===== src/rtl/pipeline_control_unit.sv =====
// Pipeline sequencer: per-cycle stage enables/bubbles, fetch redirect, debug stall/flush counters.
// Latency: zero-cycle combinational decision; state/counters update on stage_clk rising edge.
module pipeline_control_unit #(
    parameter int REG_ADDR_W = 5,
    parameter int CNT_W      = 16
) (
    input  logic                  stage_clk,
    input  logic                  reset,
    input  logic [REG_ADDR_W-1:0] id_rs1,
    input  logic [REG_ADDR_W-1:0] id_rs2,
    input  logic                  id_uses_rs1,
    input  logic                  id_uses_rs2,
    input  logic                  ex_is_load,
    input  logic [REG_ADDR_W-1:0] ex_rd,
    input  logic                  ex_redirect,
    input  logic [31:0]           ex_target,
    input  logic                  imem_ready,
    output logic                  take_new_pc,
    output logic [31:0]           pc_new,
    output logic                  if_ena,
    output logic                  id_ena,
    output logic                  ex_ena,
    output logic                  mem_ena,
    output logic                  wb_ena,
    output logic                  if_x,
    output logic                  id_x,
    output logic                  ex_x,
    output logic [CNT_W-1:0]      stall_count,
    output logic [CNT_W-1:0]      flush_count
);

    typedef enum logic {
        RUN        = 1'b0,
        REDIR_PEND = 1'b1
    } state_t;

    localparam logic [CNT_W-1:0] CNT_ONE = {{(CNT_W-1){1'b0}}, 1'b1};
    localparam logic [CNT_W-1:0] CNT_MAX = {CNT_W{1'b1}};

    state_t      state;
    state_t      state_nxt;
    logic [31:0] pend_target;
    logic [31:0] pend_target_nxt;
    logic        load_use;
    logic        stall_evt;
    logic        flush_evt;

    // A load writing x0 never creates a real dependency.
    assign load_use = ex_is_load && (ex_rd != '0) &&
                      ((id_uses_rs1 && (id_rs1 == ex_rd)) ||
                       (id_uses_rs2 && (id_rs2 == ex_rd)));

    always_ff @(posedge stage_clk) begin
        if (!reset) begin
            state       <= RUN;
            pend_target <= 32'h0;
        end else begin
            state       <= state_nxt;
            pend_target <= pend_target_nxt;
        end
    end

    always_comb begin
        state_nxt       = state;
        pend_target_nxt = pend_target;
        take_new_pc     = 1'b0;
        pc_new          = 32'h0;
        if_ena          = 1'b1;
        id_ena          = 1'b1;
        ex_ena          = 1'b1;
        mem_ena         = 1'b1;
        wb_ena          = 1'b1;
        if_x            = 1'b0;
        id_x            = 1'b0;
        ex_x            = 1'b0;
        stall_evt       = 1'b0;
        flush_evt       = 1'b0;

        if (!reset) begin
            state_nxt       = RUN;
            pend_target_nxt = 32'h0;
            if_ena          = 1'b0;
            id_ena          = 1'b0;
            ex_ena          = 1'b0;
            mem_ena         = 1'b0;
            wb_ena          = 1'b0;
            if_x            = 1'b1;
            id_x            = 1'b1;
            ex_x            = 1'b1;
        end else if (ex_redirect) begin
            if_x      = 1'b1;
            id_x      = 1'b1;
            flush_evt = 1'b1;
            if (imem_ready) begin
                take_new_pc = 1'b1;
                pc_new      = ex_target;
                state_nxt   = RUN;
            end else begin
                pend_target_nxt = ex_target;
                state_nxt       = REDIR_PEND;
            end
        end else if (state == REDIR_PEND) begin
            // Hold fetch until imem can accept the pending target; keep ID empty meanwhile.
            id_x = 1'b1;
            if (imem_ready) begin
                take_new_pc = 1'b1;
                pc_new      = pend_target;
                state_nxt   = RUN;
            end else begin
                if_ena = 1'b0;
            end
        end else if (load_use) begin
            if_ena    = 1'b0;
            id_ena    = 1'b0;
            ex_x      = 1'b1;
            stall_evt = 1'b1;
        end else if (!imem_ready) begin
            if_ena    = 1'b0;
            id_x      = 1'b1;
            stall_evt = 1'b1;
        end
    end

    always_ff @(posedge stage_clk) begin
        if (!reset) begin
            stall_count <= '0;
            flush_count <= '0;
        end else begin
            if (stall_evt && (stall_count != CNT_MAX))
                stall_count <= stall_count + CNT_ONE;
            if (flush_evt && (flush_count != CNT_MAX))
                flush_count <= flush_count + CNT_ONE;
        end
    end

endmodule


===== config.mk =====
export PLATFORM = sky130hd
export DESIGN_NAME = pipeline_control_unit
export DESIGN_NICKNAME = d
export VERILOG_FILES = /design/src/rtl/pipeline_control_unit.sv
export SDC_FILE = /design/constraint.sdc
export NUM_CORES = 1
export LEC_CHECK = 0
export ABC_AREA = 1
export BUFFER_PORTS_ARGS = -buffer_cell sky130_fd_sc_hd__buf_2
export CAP_MARGIN = 20
export CORE_MARGIN = 3
export CORE_UTILIZATION = 51
export DETAILED_ROUTE_END_ITERATION = 10
export GPL_ROUTABILITY_DRIVEN = 0
export PLACE_DENSITY = 0.83
export SLEW_MARGIN = 20
export SYNTH_ARGS = -nofsm -noshare
export SYNTH_HDL_FRONTEND = slang
export SYNTH_SLANG_ARGS = --single-unit

===== constraint.sdc =====
create_clock -name stage_clk -period 2.1 [get_ports stage_clk]
set_clock_uncertainty 0.05 [all_clocks]
set_input_delay 0.42 -clock stage_clk [delete_from_list [all_inputs] [get_ports stage_clk]]
set_output_delay 0.42 -clock stage_clk [all_outputs]
set_load 0.02 [all_outputs]

## Word-level counts from Yosys, hierarchy flattened

Cells that the tools add are included.

| cells by class | value |
|---|---|
| bitwise operators | 1 |
| reduce and logical (&&, ||, !) cells | 9 |
| add/sub/neg operators | 2 |
| $mul | 0 |
| shift operators | 0 |
| muxes and demuxes | 36 |
| $lt $le $gt $ge | 0 |
| div/mod/pow operators | 0 |
| equal/unequal tests | 4 |

Operators with widths:

| operator | count |
|---|---|
| $mux 32 | 5 |
| $add 16x1->16 const B | 2 |
| $ne 16x16->1 const B | 2 |
| $mux 1 | 31 |
| $eq 5x5->1 | 2 |
| $logic_and 1x1->1 | 6 |
| $reduce_bool 5->1 | 1 |
| $reduce_and 2->1 | 1 |
| $logic_or 1x1->1 | 1 |
| $not 1->1 | 1 |

| word-level totals | value |
|---|---|
| memories kept | 0 |
| logic and storage cells | 56 |
| latch bits | 0 |
| ROM bits | 0 |
| flip-flop bits (word level) | 65 |
| memory bits (writable) | 0 |
| output and inout bits | 73 |
| input port bits | 54 |

## Depth between registers and ports, before layout

| logic depth | value |
|---|---|
| depth after elaboration | 9 |
| gate-level depth with buffers | 12 |
| depth with buffers taken out | 11 |

## Worst setup path before layout

No wires, ideal clock.

| timing path | value |
|---|---|
| path kind | input to output |
| from | input imem_ready |
| to | output pc_new[22] |
| stages | 4 |
| arrival time | 1.556 ns |
| slack | 0.074 ns |
| path buffers | 2 |
| required time | 1.630 ns |
| cells stage by stage | clkbuf_1 nand3_1 clkbuf_1 o21ai_0 |

| between the ends | value |
|---|---|
| longest elaborated chain between the ends | 4 |
| elaborated cells on any way between the ends | 5 |
| those cells by class | 5 x mux |

RTL lines:

| item | line | text |
|---|---|---|
| start: declaration | 17 | `input logic imem_ready,` |
| $mux 32 | 105 | `if (imem_ready) begin` |
| $mux 32 | 102 | `end else if (state == REDIR_PEND) begin` |
| $mux 32 * | 90 | `end else if (ex_redirect) begin` |
| $mux 32 * | 79 | `if (!reset) begin` |
| end: declaration | 19 | `output logic [31:0] pc_new,` |

Every way passes the cells marked *; elsewhere a longest branch is shown, timed or not.

## Worst setup path after layout

| timing path | value |
|---|---|
| from | input ex_rd[3] |
| to | output id_ena |

| between the ends | value |
|---|---|
| longest elaborated chain between the ends | 8 |
| elaborated cells on any way between the ends | 12 |
| those cells by class | 2 x eq/ne; 4 x mux; 6 x reduce/logical |

RTL lines:

| item | line | text |
|---|---|---|
| start: declaration | 14 | `input logic [REG_ADDR_W-1:0] ex_rd,` |
| $eq 5x5->1 (on tied branches) | 50, 51 |  |
| $logic_and 1x1->1 (on tied branches) | 50, 51 |  |
| $logic_or 1x1->1 | 50 | `((id_uses_rs1 && (id_rs1 == ex_rd)) \|\|` |
| $logic_and 1x1->1 * | 49 | `assign load_use = ex_is_load && (ex_rd != '0) &&` |
| $mux 1 * | 112 | `end else if (load_use) begin` |
| $mux 1 * | 102 |  |
| $mux 1 * | 90 |  |
| $mux 1 * | 79 |  |
| end: declaration | 21 | `output logic id_ena,` |

Marks and branches as above.

==> results.sh <==
export IMPL_outcome="completed"
export IMPL_synth_area_leader_cell="dfxtp_1"
export IMPL_wl_per_cell_um=12.9
export IMPL_cts_hold_buf=0
export IMPL_fin_ws_ns=0.127
export IMPL_post_cts_resized=0
export IMPL_syn_num_nets=606
export IMPL_grt_max_degree=65
export IMPL_post_cts_setup_buffers=0
export IMPL_syn_inst=550
export IMPL_synth_top_area_share_pct=35.2
export IMPL_die_x_um=91.1
export IMPL_drt_total_wl_um=9880
export IMPL_dp_slack_ns=0.145
export IMPL_boundaryPins=127
export IMPL_setup_tns_ns=0
export IMPL_required_ns=1.63
export IMPL_clk_pin_slew_worst_paths_ns=0.07
export IMPL_cap_viol_max_count=0
export IMPL_grt_pass1_wl_um=16400
export IMPL_slew_limit_headroom_pct=75.2
export IMPL_min_path_cells=2
export IMPL_first_pass_iters=5
export IMPL_synth_seq_area_share_pct=35.2
export IMPL_power_mw=2.92
export IMPL_rows=30
export IMPL_rsz0062_at_grt="no"
export IMPL_ys_async_sr_fraction_pct=0
export IMPL_synth_edf_count=0
export IMPL_drtIter0Drc=204
export IMPL_fin_util_pct=67.2
export IMPL_dp_final_hpwl_um=7130
export IMPL_yosys_top_cells_count="nand2_1 (93), o21ai_0 (70), inv_1 (68)"
export IMPL_drc_errors=0
export IMPL_stdcell_area_um2=4640
export IMPL_htree_levels=3
export IMPL_area_growth_pct=25.7
export IMPL_yosysWarnings=0
export IMPL_diodes=0
export IMPL_numCtsBuffers=9
export IMPL_end_kind="output port"
export IMPL_dieArea_um2=8300
export IMPL_clk_latency_ns=0.34
export IMPL_min_path_type="in -> reg"
export IMPL_clock_sinks=65
export IMPL_leakagePower_nw=2.09
export IMPL_p_per_area_nw_per_um2=628
export IMPL_hold_viol_final=0
export IMPL_max_freq_mhz=507
export IMPL_period_minus_slack_ns=1.97
export IMPL_fp_coreArea_um2=6910
export IMPL_stdcell_count=768
export IMPL_setup_viol=0
export IMPL_tritoncts="done"
export IMPL_synthFlopType="dfxtp_1"
export IMPL_syn_avg_cell_area_um2=6.72
export IMPL_viasPerCell=5.29
export IMPL_reg2regPathDepth=10
export IMPL_antenna_left=0
export IMPL_grt_pass1_vias=3705
export IMPL_tightest_slew_ns=0.371
export IMPL_antenna_found_initial=0
export IMPL_start_kind="input pin"
export IMPL_worstSetupPathType="in -> out"
export IMPL_clockBufferDepth=2
export IMPL_portBuffers=126
export IMPL_drv_slew=0
export IMPL_synth_area_leaders="dfxtp_1 (35%), o21ai_0 (9.5%), nand2_1 (9.4%), nand3_1 (8.8%), a21oi_1 (7.2%)"
export IMPL_initial_core_util_pct=53.5
export IMPL_die_h_um=91.1
export IMPL_vias=4063
export IMPL_ys_types=30
export IMPL_ir_worst_vdd_uv=434
export IMPL_yosysMostFrequentCell="nand2_1"
export IMPL_grt_usage_pct=23.7
export IMPL_synth_seq_cells=65
export IMPL_netlist_area_um2=3690
export IMPL_arrival_ns=1.50
export IMPL_period_share_pct=93.9
export IMPL_placed_area_um2=4410
export IMPL_drive_above_1_share_pct=27.2
export IMPL_root_buffer="clkbuf_8"
export IMPL_cp_max_fo=4
export IMPL_grt_overflow_total=0
export IMPL_final_nets=723
export IMPL_whs_ns=0.313
export IMPL_dpl_cell_count=752
registers in the layout (all words and copies together), names as in the netlist:
register and cells:
pend_target 32, stall_count 16, state 1, flush_count 16
cell families after synthesis:
family | Yosys count | share of synthesized area, %
simple gates | 221 | 27.1
compound gates | 133 | 19.1
buf+inv | 103 | 11.7
flops | 65 | 35.2
xor+xnor | 26 | 6.16
fa+ha+maj | 2 | 0.677
layout by cell type, fill, tap and decap left out, types with 2 or more instances in the layout:
master / synthesis / layout
nand4_1: 6 / 6
a21oi_1: 53 / 53
clkbuf_8: 0 / 10
buf_2: 4 / 126
inv_1: 68 / 68
dfxtp_1: 65 / 64
nor3_1: 7 / 7
nor2_1: 33 / 33
xor2_1: 15 / 15
nand2_2: 11 / 11
xnor2_1: 11 / 11
a21oi_2: 8 / 8
bufinv_16: 0 / 2
nand3_1: 65 / 65
nand2_1: 93 / 93
inv_2: 2 / 2
buf_4: 3 / 8
clkinvlp_4: 0 / 3
buf_12: 1 / 3
o21ai_0: 70 / 70
nand2_4: 2 / 2
power breakdown:
part           internal, mW  leakage, nW  switching [mW]  total, mW
combinational         0.143         1.45           0.267      0.410
clock                 0.702        0.105           0.503       1.21
sequential             1.28        0.531          0.0193       1.30
metal layers:
metal / vias up / GRT usage (%) / wire length [um]
met1: 1884 / 28.0 / 4100
met5: - / 0 / 0
met2: 143 / 40.9 / 5000
met3: 20 / 6.30 / 616
met4: 0 / 8.54 / 171
li1: 2016 / - / -
critical path, stage by stage:
cell and delay, ns:
buf_2 0.10, inv_1 0.11, nand4_1 0.11, o21ai_0 0.15
inv_1 0.09, nand3_1 0.09, nand2_1 0.08, buf_4 0.16
inv_1 0.04, buf_2 0.15
final timing paths:
kind	startpoint	endpoint	slack, ns
worst max-delay path	ex_rd[3]	id_ena	0.13
worst min-delay path	imem_ready	state$_SDFF_PN0_	0.31
worst max register to register	flush_count[1]$_SDFFE_PN0P_	flush_count[0]$_SDFFE_PN0P_	0.20
worst min register to register	pend_target[18]$_SDFFE_PN0P_	pend_target[18]$_SDFFE_PN0P_	0.40
cell type report:
| cell class | instances | area [um2] |
|---|---|---|
| tap | 96 | 120 |
| inverter | 72 | 278 |
| clock buffer | 10 | 138 |
| clock inverter | 6 | 91.3 |
| sequential | 65 | 1300 |
| multi-input combinational | 382 | 1960 |
| timing repair buffer | 137 | 751 |
| fill | 612 | 2260 |
(Power assumes the default switching activity.)
